[src/rtl/vdp_write_ctrl.sv]
`default_nettype none
// +----------------------------------------------------------------------------+
// | vdp_write_ctrl : host FIFO + block-fill engine arbitrated onto VDP write    |
// | port. Fill engine/arbiter built only when VDP_FILL_EN is defined. Rev 1.0   |
// +----------------------------------------------------------------------------+
module vdp_write_ctrl #(
  parameter int FIFO_DEPTH = 4,
  parameter int LVL_W      = 3
) (
  input  logic             write_clk,
  input  logic             reset_n,
  input  logic             host_valid,
  output logic             host_ready,
  input  logic [13:0]      host_addr,
  input  logic [7:0]       host_data,
  input  logic             fill_start,
  input  logic [13:0]      fill_base,
  input  logic [14:0]      fill_count,
  input  logic [7:0]       fill_value,
  output logic             fill_busy,
  output logic             fill_done,
  output logic [LVL_W-1:0] fifo_level,
  output logic [13:0]      vdp_addr,
  output logic [7:0]       vdp_data,
  output logic             vdp_we
);

  localparam int               PTR_W    = LVL_W - 1;
  localparam logic [LVL_W-1:0] FULL_LVL = LVL_W'(FIFO_DEPTH);

  logic [13:0]      mem_addr_q [FIFO_DEPTH];
  logic [7:0]       mem_data_q [FIFO_DEPTH];
  logic [PTR_W-1:0] wr_ptr_q, wr_ptr_d;
  logic [PTR_W-1:0] rd_ptr_q, rd_ptr_d;
  logic [LVL_W-1:0] level_q, level_d;
  logic             push_q, push_d;
  logic             push, pop, host_elig;
  logic             grant_host, grant_fill;
  logic [13:0]      fill_wr_addr;
  logic [7:0]       fill_wr_data;
  logic             vdp_we_q, vdp_we_d;
  logic [13:0]      vdp_addr_q, vdp_addr_d;
  logic [7:0]       vdp_data_q, vdp_data_d;

  assign host_ready = (level_q != FULL_LVL);
  assign push       = host_valid & host_ready;
  assign pop        = grant_host;
  // An entry pushed on the previous edge is not yet eligible, so a lone new
  // entry waits one cycle; older entries ahead of it are served at once.
  assign host_elig  = (level_q > {{(LVL_W-1){1'b0}}, push_q});

  always_comb begin
    wr_ptr_d = wr_ptr_q + (push ? PTR_W'(1) : PTR_W'(0));
    rd_ptr_d = rd_ptr_q + (pop  ? PTR_W'(1) : PTR_W'(0));
    level_d  = level_q + LVL_W'(push) - LVL_W'(pop);
    push_d   = push;
  end

  always_ff @(posedge write_clk) begin
    if (push) begin
      mem_addr_q[wr_ptr_q] <= host_addr;
      mem_data_q[wr_ptr_q] <= host_data;
    end
  end

  always_ff @(posedge write_clk or negedge reset_n) begin
    if (!reset_n) begin
      wr_ptr_q <= '0;
      rd_ptr_q <= '0;
      level_q  <= '0;
      push_q   <= 1'b0;
    end else begin
      wr_ptr_q <= wr_ptr_d;
      rd_ptr_q <= rd_ptr_d;
      level_q  <= level_d;
      push_q   <= push_d;
    end
  end

`ifdef VDP_FILL_EN
  localparam logic [1:0] ST_IDLE = 2'd0;
  localparam logic [1:0] ST_RUN  = 2'd1;
  localparam logic [1:0] ST_DONE = 2'd2;

  logic [1:0]  state_q, state_d;
  logic [13:0] faddr_q, faddr_d;
  logic [14:0] remain_q, remain_d;
  logic [7:0]  fvalue_q, fvalue_d;
  logic        last_fill_q, last_fill_d;
  logic        done_q, done_d;
  logic        fill_elig;

  assign fill_elig = (state_q == ST_RUN);

  // Round-robin: on contention the source not served last wins.
  always_comb begin
    grant_host = host_elig;
    grant_fill = fill_elig;
    if (host_elig && fill_elig) begin
      grant_host = last_fill_q;
      grant_fill = ~last_fill_q;
    end
  end

  always_comb begin
    state_d     = state_q;
    faddr_d     = faddr_q;
    remain_d    = remain_q;
    fvalue_d    = fvalue_q;
    last_fill_d = last_fill_q;
    done_d      = (state_q == ST_DONE);
    if (grant_host) begin
      last_fill_d = 1'b0;
    end else if (grant_fill) begin
      last_fill_d = 1'b1;
    end
    case (state_q)
      ST_IDLE: begin
        if (fill_start) begin
          faddr_d  = fill_base;
          remain_d = fill_count;
          fvalue_d = fill_value;
          state_d  = (fill_count == 15'd0) ? ST_DONE : ST_RUN;
        end
      end
      ST_RUN: begin
        if (grant_fill) begin
          faddr_d  = faddr_q + 14'd1;
          remain_d = remain_q - 15'd1;
          if (remain_q == 15'd1) begin
            state_d = ST_DONE;
          end
        end
      end
      ST_DONE: state_d = ST_IDLE;
      default: state_d = ST_IDLE;
    endcase
  end

  always_ff @(posedge write_clk or negedge reset_n) begin
    if (!reset_n) begin
      state_q     <= ST_IDLE;
      faddr_q     <= '0;
      remain_q    <= '0;
      fvalue_q    <= '0;
      last_fill_q <= 1'b1;
      done_q      <= 1'b0;
    end else begin
      state_q     <= state_d;
      faddr_q     <= faddr_d;
      remain_q    <= remain_d;
      fvalue_q    <= fvalue_d;
      last_fill_q <= last_fill_d;
      done_q      <= done_d;
    end
  end

  assign fill_busy    = (state_q == ST_RUN);
  assign fill_done    = done_q;
  assign fill_wr_addr = faddr_q;
  assign fill_wr_data = fvalue_q;
`else
  logic unused_fill;

  assign unused_fill  = ^{fill_start, fill_base, fill_count, fill_value};
  assign grant_host   = host_elig;
  assign grant_fill   = 1'b0;
  assign fill_busy    = 1'b0;
  assign fill_done    = 1'b0;
  assign fill_wr_addr = '0;
  assign fill_wr_data = '0;
`endif

  always_comb begin
    vdp_we_d   = grant_host | grant_fill;
    vdp_addr_d = vdp_addr_q;
    vdp_data_d = vdp_data_q;
    if (grant_host) begin
      vdp_addr_d = mem_addr_q[rd_ptr_q];
      vdp_data_d = mem_data_q[rd_ptr_q];
    end else if (grant_fill) begin
      vdp_addr_d = fill_wr_addr;
      vdp_data_d = fill_wr_data;
    end
  end

  always_ff @(posedge write_clk or negedge reset_n) begin
    if (!reset_n) begin
      vdp_we_q   <= 1'b0;
      vdp_addr_q <= '0;
      vdp_data_q <= '0;
    end else begin
      vdp_we_q   <= vdp_we_d;
      vdp_addr_q <= vdp_addr_d;
      vdp_data_q <= vdp_data_d;
    end
  end

  assign vdp_we     = vdp_we_q;
  assign vdp_addr   = vdp_addr_q;
  assign vdp_data   = vdp_data_q;
  assign fifo_level = level_q;

endmodule
`default_nettype wire

[config.mk]
export PLATFORM = sky130hd
export DESIGN_NAME = vdp_write_ctrl
export DESIGN_NICKNAME = d
export VERILOG_FILES = /design/src/rtl/vdp_write_ctrl.sv
export SDC_FILE = /design/constraint.sdc
export NUM_CORES = 1
export LEC_CHECK = 0
export CORE_ASPECT_RATIO = 0.75
export CORE_MARGIN = 2
export CORE_UTILIZATION = 51
export DETAILED_ROUTE_END_ITERATION = 10
export HOLD_SLACK_MARGIN = 0.05
export PLACE_DENSITY_LB_ADDON = 0.25
export SYNTH_ARGS = -nofsm -noshare
export SYNTH_HDL_FRONTEND = slang
export SYNTH_SLANG_ARGS = --single-unit
[constraint.sdc]
create_clock -name write_clk -period 3.5 [get_ports write_clk]
set_input_delay 0.7 -clock write_clk [delete_from_list [all_inputs] [get_ports write_clk]]
set_output_delay 0.7 -clock write_clk [all_outputs]
set_load 0.03 [all_outputs]
==> key figures, run 1 <==
Clock network
  – Post-CTS Setup Inserts: 0
  – Longest Clk Path Bufs: 2
  – CTS buffer count: 17
  – Clock-pin slew on the worst setup and hold paths: roughly 0.05 ns
  – Clk_lat worst skew: 0.40 ns
  – Hold_buf cts: 0
  – CTS tree: built
  – Clk sinks: 119
  – Cts repair resizes: 0
  – Htree depth: 4
  – Root Driver: clkbuf_16

Floorplan
  – Num rows: 29
  – Die span in x: approximately 110 um
  – Die Y: 85.1 um
  – Boundary Pins: between 90 and 100
  – Starting Density: about 53%
  – Die area: roughly 9500 um2
  – Core area: between 8000 and 9000 um2

Logic synthesis
  – Post-synthesis cell area: approximately 4500 um2
  – Share of synthesized registers carrying an async set or reset: 26.1%
  – Top post-synthesis cells by area: edfxtp_1, dfrtp_1, mux4_2
  – Ys Warns: 0
  – Share of the synthesized area in the top cell type: between 50 and 60%
  – Mapped Cells: 202
  – Mean Syn Cell Area: 22.1 um2
  – Netlist cell types: 24
  – Dominant synthesized flop cell: edfxtp_1
  – EDFF count, synth: between 80 and 90
  – Cell taking the most area after synthesis: edfxtp_1
  – Sequential share of the synthesized area: between 70% and 80%
  – Yosys reg bits: ~120

Timing
  – Fin. max-slew vios: 0
  – Crit path time final: approximately 2.6 ns
  – Endpoints failing hold: 0
  – Relative slew margins: a little over a quarter
  – Tcrit/Tclk final: 74.9%
  – Fmax: 382 MHz
  – Worst Tran Pin Value: 1.10 ns
  – Setup violations, final: 0
  – RSZ-0062 raised after global routing: false
  – Worst Clk Skew: between 0.007 and 0.008 ns
  – Total Negative Setup Slacks: 0 ns

Final layout
  – Most common cell after layout, fill and taps aside: edfxtp_1
  – Most frequent cells in the layout: edfxtp_1, clkdlybuf4s50_1, dfrtp_1
  – Final cell count without fillers: between 300 and 400
  – Share of post-route cells with drive strength above 1: 29.5%
  – Final #Nets: 340
  – Area growth syn-to-layout: 27.6%
  – ANT cells: 0

Global route
  – GRT Util Overall: a little under a fifth
  – GRT Residual Overflow: 0
  – Largest net degree at the start of global routing: 32
  – Vias in the first global route: ~2200
  – First-pass GRT wire length: around 12000 um
  – Initial antenna violation count: 0

Worst setup path
  – Crit path kind: reg2out
  – Worst Path Required: between 2 and 3 ns
  – Crit-path max cell delay: slightly above 0.6 ns
  – Critical Path Fanout Max: 5
  – Setup crit start kind: register
  – Worst setup EP type: output port
  – Arrival @ worst endpoint: 1.92 ns
  – Slowest CP cell: clkdlybuf4s50_1
  – R2r setup slk: 1.10 ns
  – CP cell instances: or3b_2, clkdlybuf4s50_1

Place
  – Gpl congestion: 0.710
  – Input/output buffers: 51
  – Final HPWL DP: 4430 um
  – Placed cells: 361

Route
  – Drt total wl: 7800 um
  – Drt pass-1 iters: 4
  – Top Metal Used: met4
  – DR WL/cell: slightly below 20 um
  – Antenna Violating Nets Remaining: 0
  – DR vias: about 2100
  – Via/cell ratio: around 5.4
  – Met2 wire length: between 3000 and 4000 um
  – DRC Markers: 0
  – WL met1: about 3600 um
  – DRT iter0 DRCs: approximately 100
  – Routed met3 length: between 400 and 500 um

Run status
  – Outcome: finished, final reports clean

Min path
  – Worst hold-check path type: in2async

Power and ir drop
  – Pwr/cell area: 1000 nW/um2
  – Total chip power: 5.71 mW
  – Maximum VDD drop: just over 500 uV
  – Leak: 2.05 nW

Job
  – MaxCap Viol Count: 0
## worst paths after layout
check | end | depth (start not counted) | from
min reg2reg | vdp_addr[10]$_DFFE_PN0N_ | 1 | vdp_addr[10]$_DFFE_PN0N_
max reg2reg | fifo_level[2]$_DFF_PN0_ | 8 | fifo_level[0]$_DFF_PN0_
max | host_ready | 2 | fifo_level[1]$_DFF_PN0_
max in group asynchronous | rd_ptr_q[0]$_DFF_PN0_ | 1 | reset_n
min | vdp_addr[8]$_DFFE_PN0N_ | 1 | reset_n
min in group write_clk | vdp_addr[10]$_DFFE_PN0N_ | 1 | vdp_addr[10]$_DFFE_PN0N_
## power breakdown
part           internal, mW  switching (mW)
Sequential             1.94           0.298
Combinational         0.903           0.812
Clock                  1.18           0.571
Total                  4.02            1.68
## through the flow
step	hold WS, ns	cell area, um2	util, %	setup slack (ns)
after CTS	0.405	5700	67.2	0.855
after global routing	0.430	5700	67.2	0.825
after detailed placement	0.491	5110	60.1	0.989
after floorplan	0.404	4470	-	0.372
final	0.385	5700	67.2	0.880
after global placement	0.487	5110	60.1	0.997
## state kept, by name, indices dropped and copies added (netlist names)
register / cells
fifo_level: 3
mem_addr_q: 56
mem_data_q: 32
push_q: 1
rd_ptr_q: 2
vdp_addr: 14
vdp_data: 8
vdp_we: 1
wr_ptr_q: 2
## cell type report
type	instances	area, um2
clock buffer	21	440
clock inverter	11	155
fill	560	2790
inverter	8	30.0
multi-input combinational	66	948
sequential	119	3420
tap	108	135
timing repair buffer	60	573
## critical path, delay by kind of cell, from the launching register on
family	cells	cell delay, ns
flops	1	0.43
simple gates	1	0.48
buf+inv	1	0.61
## routing by layer
layer	global-route usage, %	vias to the layer above
met5	0	-
met4	7.98	0
met3	6.71	8
met2	26.4	72
met1	24.9	1114
li1	-	934
## cells in the mapped netlist (all sizes together) (2+ instances only)
| master | count |
|---|---|
| nor2 | 2 |
| xnor2 | 3 |
| mux4 | 22 |
| edfxtp | 88 |
| mux2 | 22 |
| ha | 4 |
| dfrtp | 31 |
| inv | 8 |
| xor2 | 2 |
| buf | 10 |
| nor3b | 2 |
## cell families after synthesis
| group | Yosys count | share of synthesized area, % |
|---|---|---|
| AOI/OAI and AO/OA | 2 | 0.420 |
| xor gates and xnor gates | 5 | 0.980 |
| adders and majority gates | 5 | 1.57 |
| buffers and inverters | 18 | 2.69 |
| DFF | 119 | 76.5 |
| muxes | 44 | 16.7 |
| other | 1 | 0.0839 |
| and+or+nand+nor | 8 | 1.04 |
No activity file was read; power rests on OpenSTA's default activity.
==> run 2, diff against run 1 <==
Clock period 3.5 ns to 2.74 ns, I/O delays scaled along.
==> run 2 against run 1 <==
  * Via count did not move
  * Critical path depth did not move
  * Combinational power rose by 37%
  * Clock skew barely moved
  * Sequential power rose by 23%
  * Final cell count rose by 0.51%
  * Setup slack got worse by 0.61 ns
  * Sequential share of layout area fell by 0.079 points
  * Total power rose by 27%
  * Global-route usage rose by 0.15 points
==> key figures, run 2 (same netlist as run 1, synthesis figures left out) <==
Floorplan
  – Starting Density: 52.6% (unchanged)
  – Die Y: 85.1 um (unchanged)
  – Die span in x: 112 um (unchanged)
  – Boundary Pins: 92 (unchanged)
  – Core area: 8490 um2 (unchanged)
  – Num rows: 29 (unchanged)
  – Die area: 9530 um2 (unchanged)

Final layout
  – Multi-input gate area: 948 um2 (unchanged)
  – Most frequent cells in the layout: edfxtp_1, clkdlybuf4s50_1, dfrtp_1
  – Post-route cell area: 5710 um2 (+0.13%)
  – ANT cells: 0 (unchanged)
  – Share of post-route cells with drive strength above 1: 31.0% (+1.5 points)
  – Final #Nets: 342 (+0.59%)
  – Area growth syn-to-layout: 27.8%
  – Final cell count without fillers: 395 (+0.51%)
  – Most common cell after layout, fill and taps aside: edfxtp_1
  – Max reg flops: 56 (unchanged)
  – Fill count: 566 (+1.1%)
  – Biggest register: mem_addr_q
  – Register area: 3420 um2 (unchanged)

Clock network
  – Cts repair resizes: 0 (unchanged)
  – Longest Clk Path Bufs: 2 (unchanged)
  – CTS tree: built
  – Clk_lat worst skew: 0.40 ns (about the same)
  – Post-CTS Setup Inserts: 0 (unchanged)
  – Root Driver: clkbuf_16
  – Hold_buf cts: 0 (unchanged)
  – Htree depth: 4 (unchanged)
  – Clock-pin slew on the worst setup and hold paths: 0.05 ns (about the same)
  – CTS buffer count: 17 (unchanged)
  – Clk sinks: 119 (unchanged)

Global route
  – GRT Residual Overflow: 0 (unchanged)
  – First-pass GRT wire length: 12400 um (+0.11%)
  – Gr busiest metal: met1
  – Grt met1 use: 26.3% (+1.3 points)
  – Vias in the first global route: 2232 (-0.58%)
  – M3 GR Usage: 6.93% (+0.21 points)
  – GRT Util Overall: 18.3% (+0.15 points)
  – Largest net degree at the start of global routing: 32 (unchanged)
  – GRT met2 Usage: 25.4% (-0.99 points)
  – Initial antenna violation count: 0 (unchanged)

Place
  – Input/output buffers: 51 (unchanged)
  – Gpl congestion: 0.675 (-4.9%)
  – Placed cells: 363 (+0.55%)
  – Final HPWL DP: 4510 um (+1.9%)
  – Post-Place Worst Slack: 0.394 ns (-0.594 ns)
  – Post-DP Area: 5130 um2 (+0.54%)

Timing
  – Worst Tran Pin Value: 0.799 ns (-0.298 ns)
  – RSZ-0062 raised after global routing: false
  – Final critical-path setup slack: 0.265 ns (-0.615 ns)
  – Worst Clk Skew: 0.00674 ns (-0.000428 ns)
  – Crit path time final: roughly 2.5 ns
  – Fmax: just over 400 MHz
  – Tcrit/Tclk final: approximately 90%
  – Endpoints failing hold: 0 (unchanged)
  – Relative slew margins: 46.8% (+20 points)
  – Fin. max-slew vios: 0 (unchanged)
  – Setup violations, final: 0 (unchanged)

Power and ir drop
  – Sw Share: 29.9% (+0.45 points)
  – Leak: 2.07 nW (+0.55%)
  – Net switching power: 2.16 mW (+29%)
  – Total chip power: 7.22 mW (+27%)
  – Pwr/cell area: 1270 nW/um2 (+26%)
  – Maximum VDD drop: 852 uV (+64%)
  – Int Pwr: 5.06 mW (+26%)
  – Combinational share of power: 32.5% (+2.4 points)
  – Clock share of power: 29.4% (-1.3 points)
  – Reg power frac: 38.1% (-1.2 points)

Route
  – Antenna Violating Nets Remaining: 0 (unchanged)
  – DRT iter0 DRCs: 112 (+14%)
  – Drt total wl: 7780 um (-0.24%)
  – DR WL/cell: 19.7 um (-0.75%)
  – Via/cell ratio: 5.39 (-0.51%)
  – DRC Markers: 0 (unchanged)
  – Drt pass-1 iters: 4 (unchanged)
  – DR vias: 2128 (unchanged)

Min path
  – Worst hold-check path type: in2async

Worst setup path
  – Crit path kind: reg2out
  – Critical Path Fanout Max: 5 (unchanged)
  – Worst Path Required: 2.19 ns (-0.61 ns)
  – Setup crit start kind: register
  – Worst setup EP type: output port
  – Arrival @ worst endpoint: 1.93 ns (about the same)

Run status
  – Outcome: finished, final reports clean

Job
  – MaxCap Viol Count: 0 (unchanged)
run 2: changes by cell type in the layout (fill, tap and decap cells not counted):
| cell | before | now |
|---|---|---|
| buf_12 | 0 | 1 |
| clkinv_1 | 2 | 1 |
| clkinv_2 | 4 | 6 |
| clkbuf_8 | 0 | 3 |
| clkbuf_1 | 4 | 2 |
| buf_4 | 9 | 10 |
| bufinv_16 | 4 | 2 |
run 2: power groups by stage:
stage / clock network (mW) / registers (mW) / logic [mW]
4_1_cts: 2.16 / 2.76 / 2.38
6_report: 2.12 / 2.75 / 2.35
2_1_floorplan: 0 / 3.07 / 1.29
5_1_grt: 2.26 / 2.81 / 2.51
3_5_place_dp: 0 / 2.78 / 2.37
3_3_place_gp: 0 / 2.76 / 2.32
run 2: metal layers:
layer  up-vias  part of all wire [%]
met5         -                     0
met4         0                  0.80
met2        64                    46
met3         8                   5.8
met1      1117                    47
li1        939                     -
run 2: final timing paths:
path / from / to / slack [ns] / cells past startpoint
min: reset_n / fifo_level[2]$_DFF_PN0_ / 0.23 / 1
max in group asynchronous: reset_n / rd_ptr_q[0]$_DFF_PN0_ / 1.95 / 1
min reg2reg: vdp_addr[5]$_DFFE_PN0N_ / vdp_addr[5]$_DFFE_PN0N_ / 0.50 / 1
max: fifo_level[1]$_DFF_PN0_ / host_ready / 0.27 / 2
max reg2reg: fifo_level[1]$_DFF_PN0_ / fifo_level[2]$_DFF_PN0_ / 0.40 / 8
min in group write_clk: vdp_addr[5]$_DFFE_PN0N_ / vdp_addr[5]$_DFFE_PN0N_ / 0.50 / 1
run 2: area by class of cell:
| type | count | share of cell area, % |
|---|---|---|
| clock inverter | 10 | 1.78 |
| clock buffer | 22 | 8.31 |
| tap | 108 | 2.37 |
| sequential | 119 | 59.9 |
| timing repair buffer | 62 | 10.5 |
| inverter | 8 | 0.526 |
| multi-input combinational | 66 | 16.6 |
run 2: worst max-delay path, stage by stage, from the launching register on:
cell	delay (ns)
dfrtp_1	0.43
or3b_2	0.47
clkdlybuf4s50_1	0.61
run 2: stage by stage:
step,TNS [ns],hold slack (ns),util (%)
floorplan,-21.65,0.252,-
global route,0,0.272,67.2
finish,0,0.230,67.2
global placement,0,0.487,60.5
detailed placement,0,0.491,60.5
CTS,0,0.250,67.2
==> run 3, diff against run 2 <==
Settings changed: CTS_CLUSTER_SIZE set to 10.
==> results of run 3 <==
Final layout, timing and power as in run 2 (identical DEF).
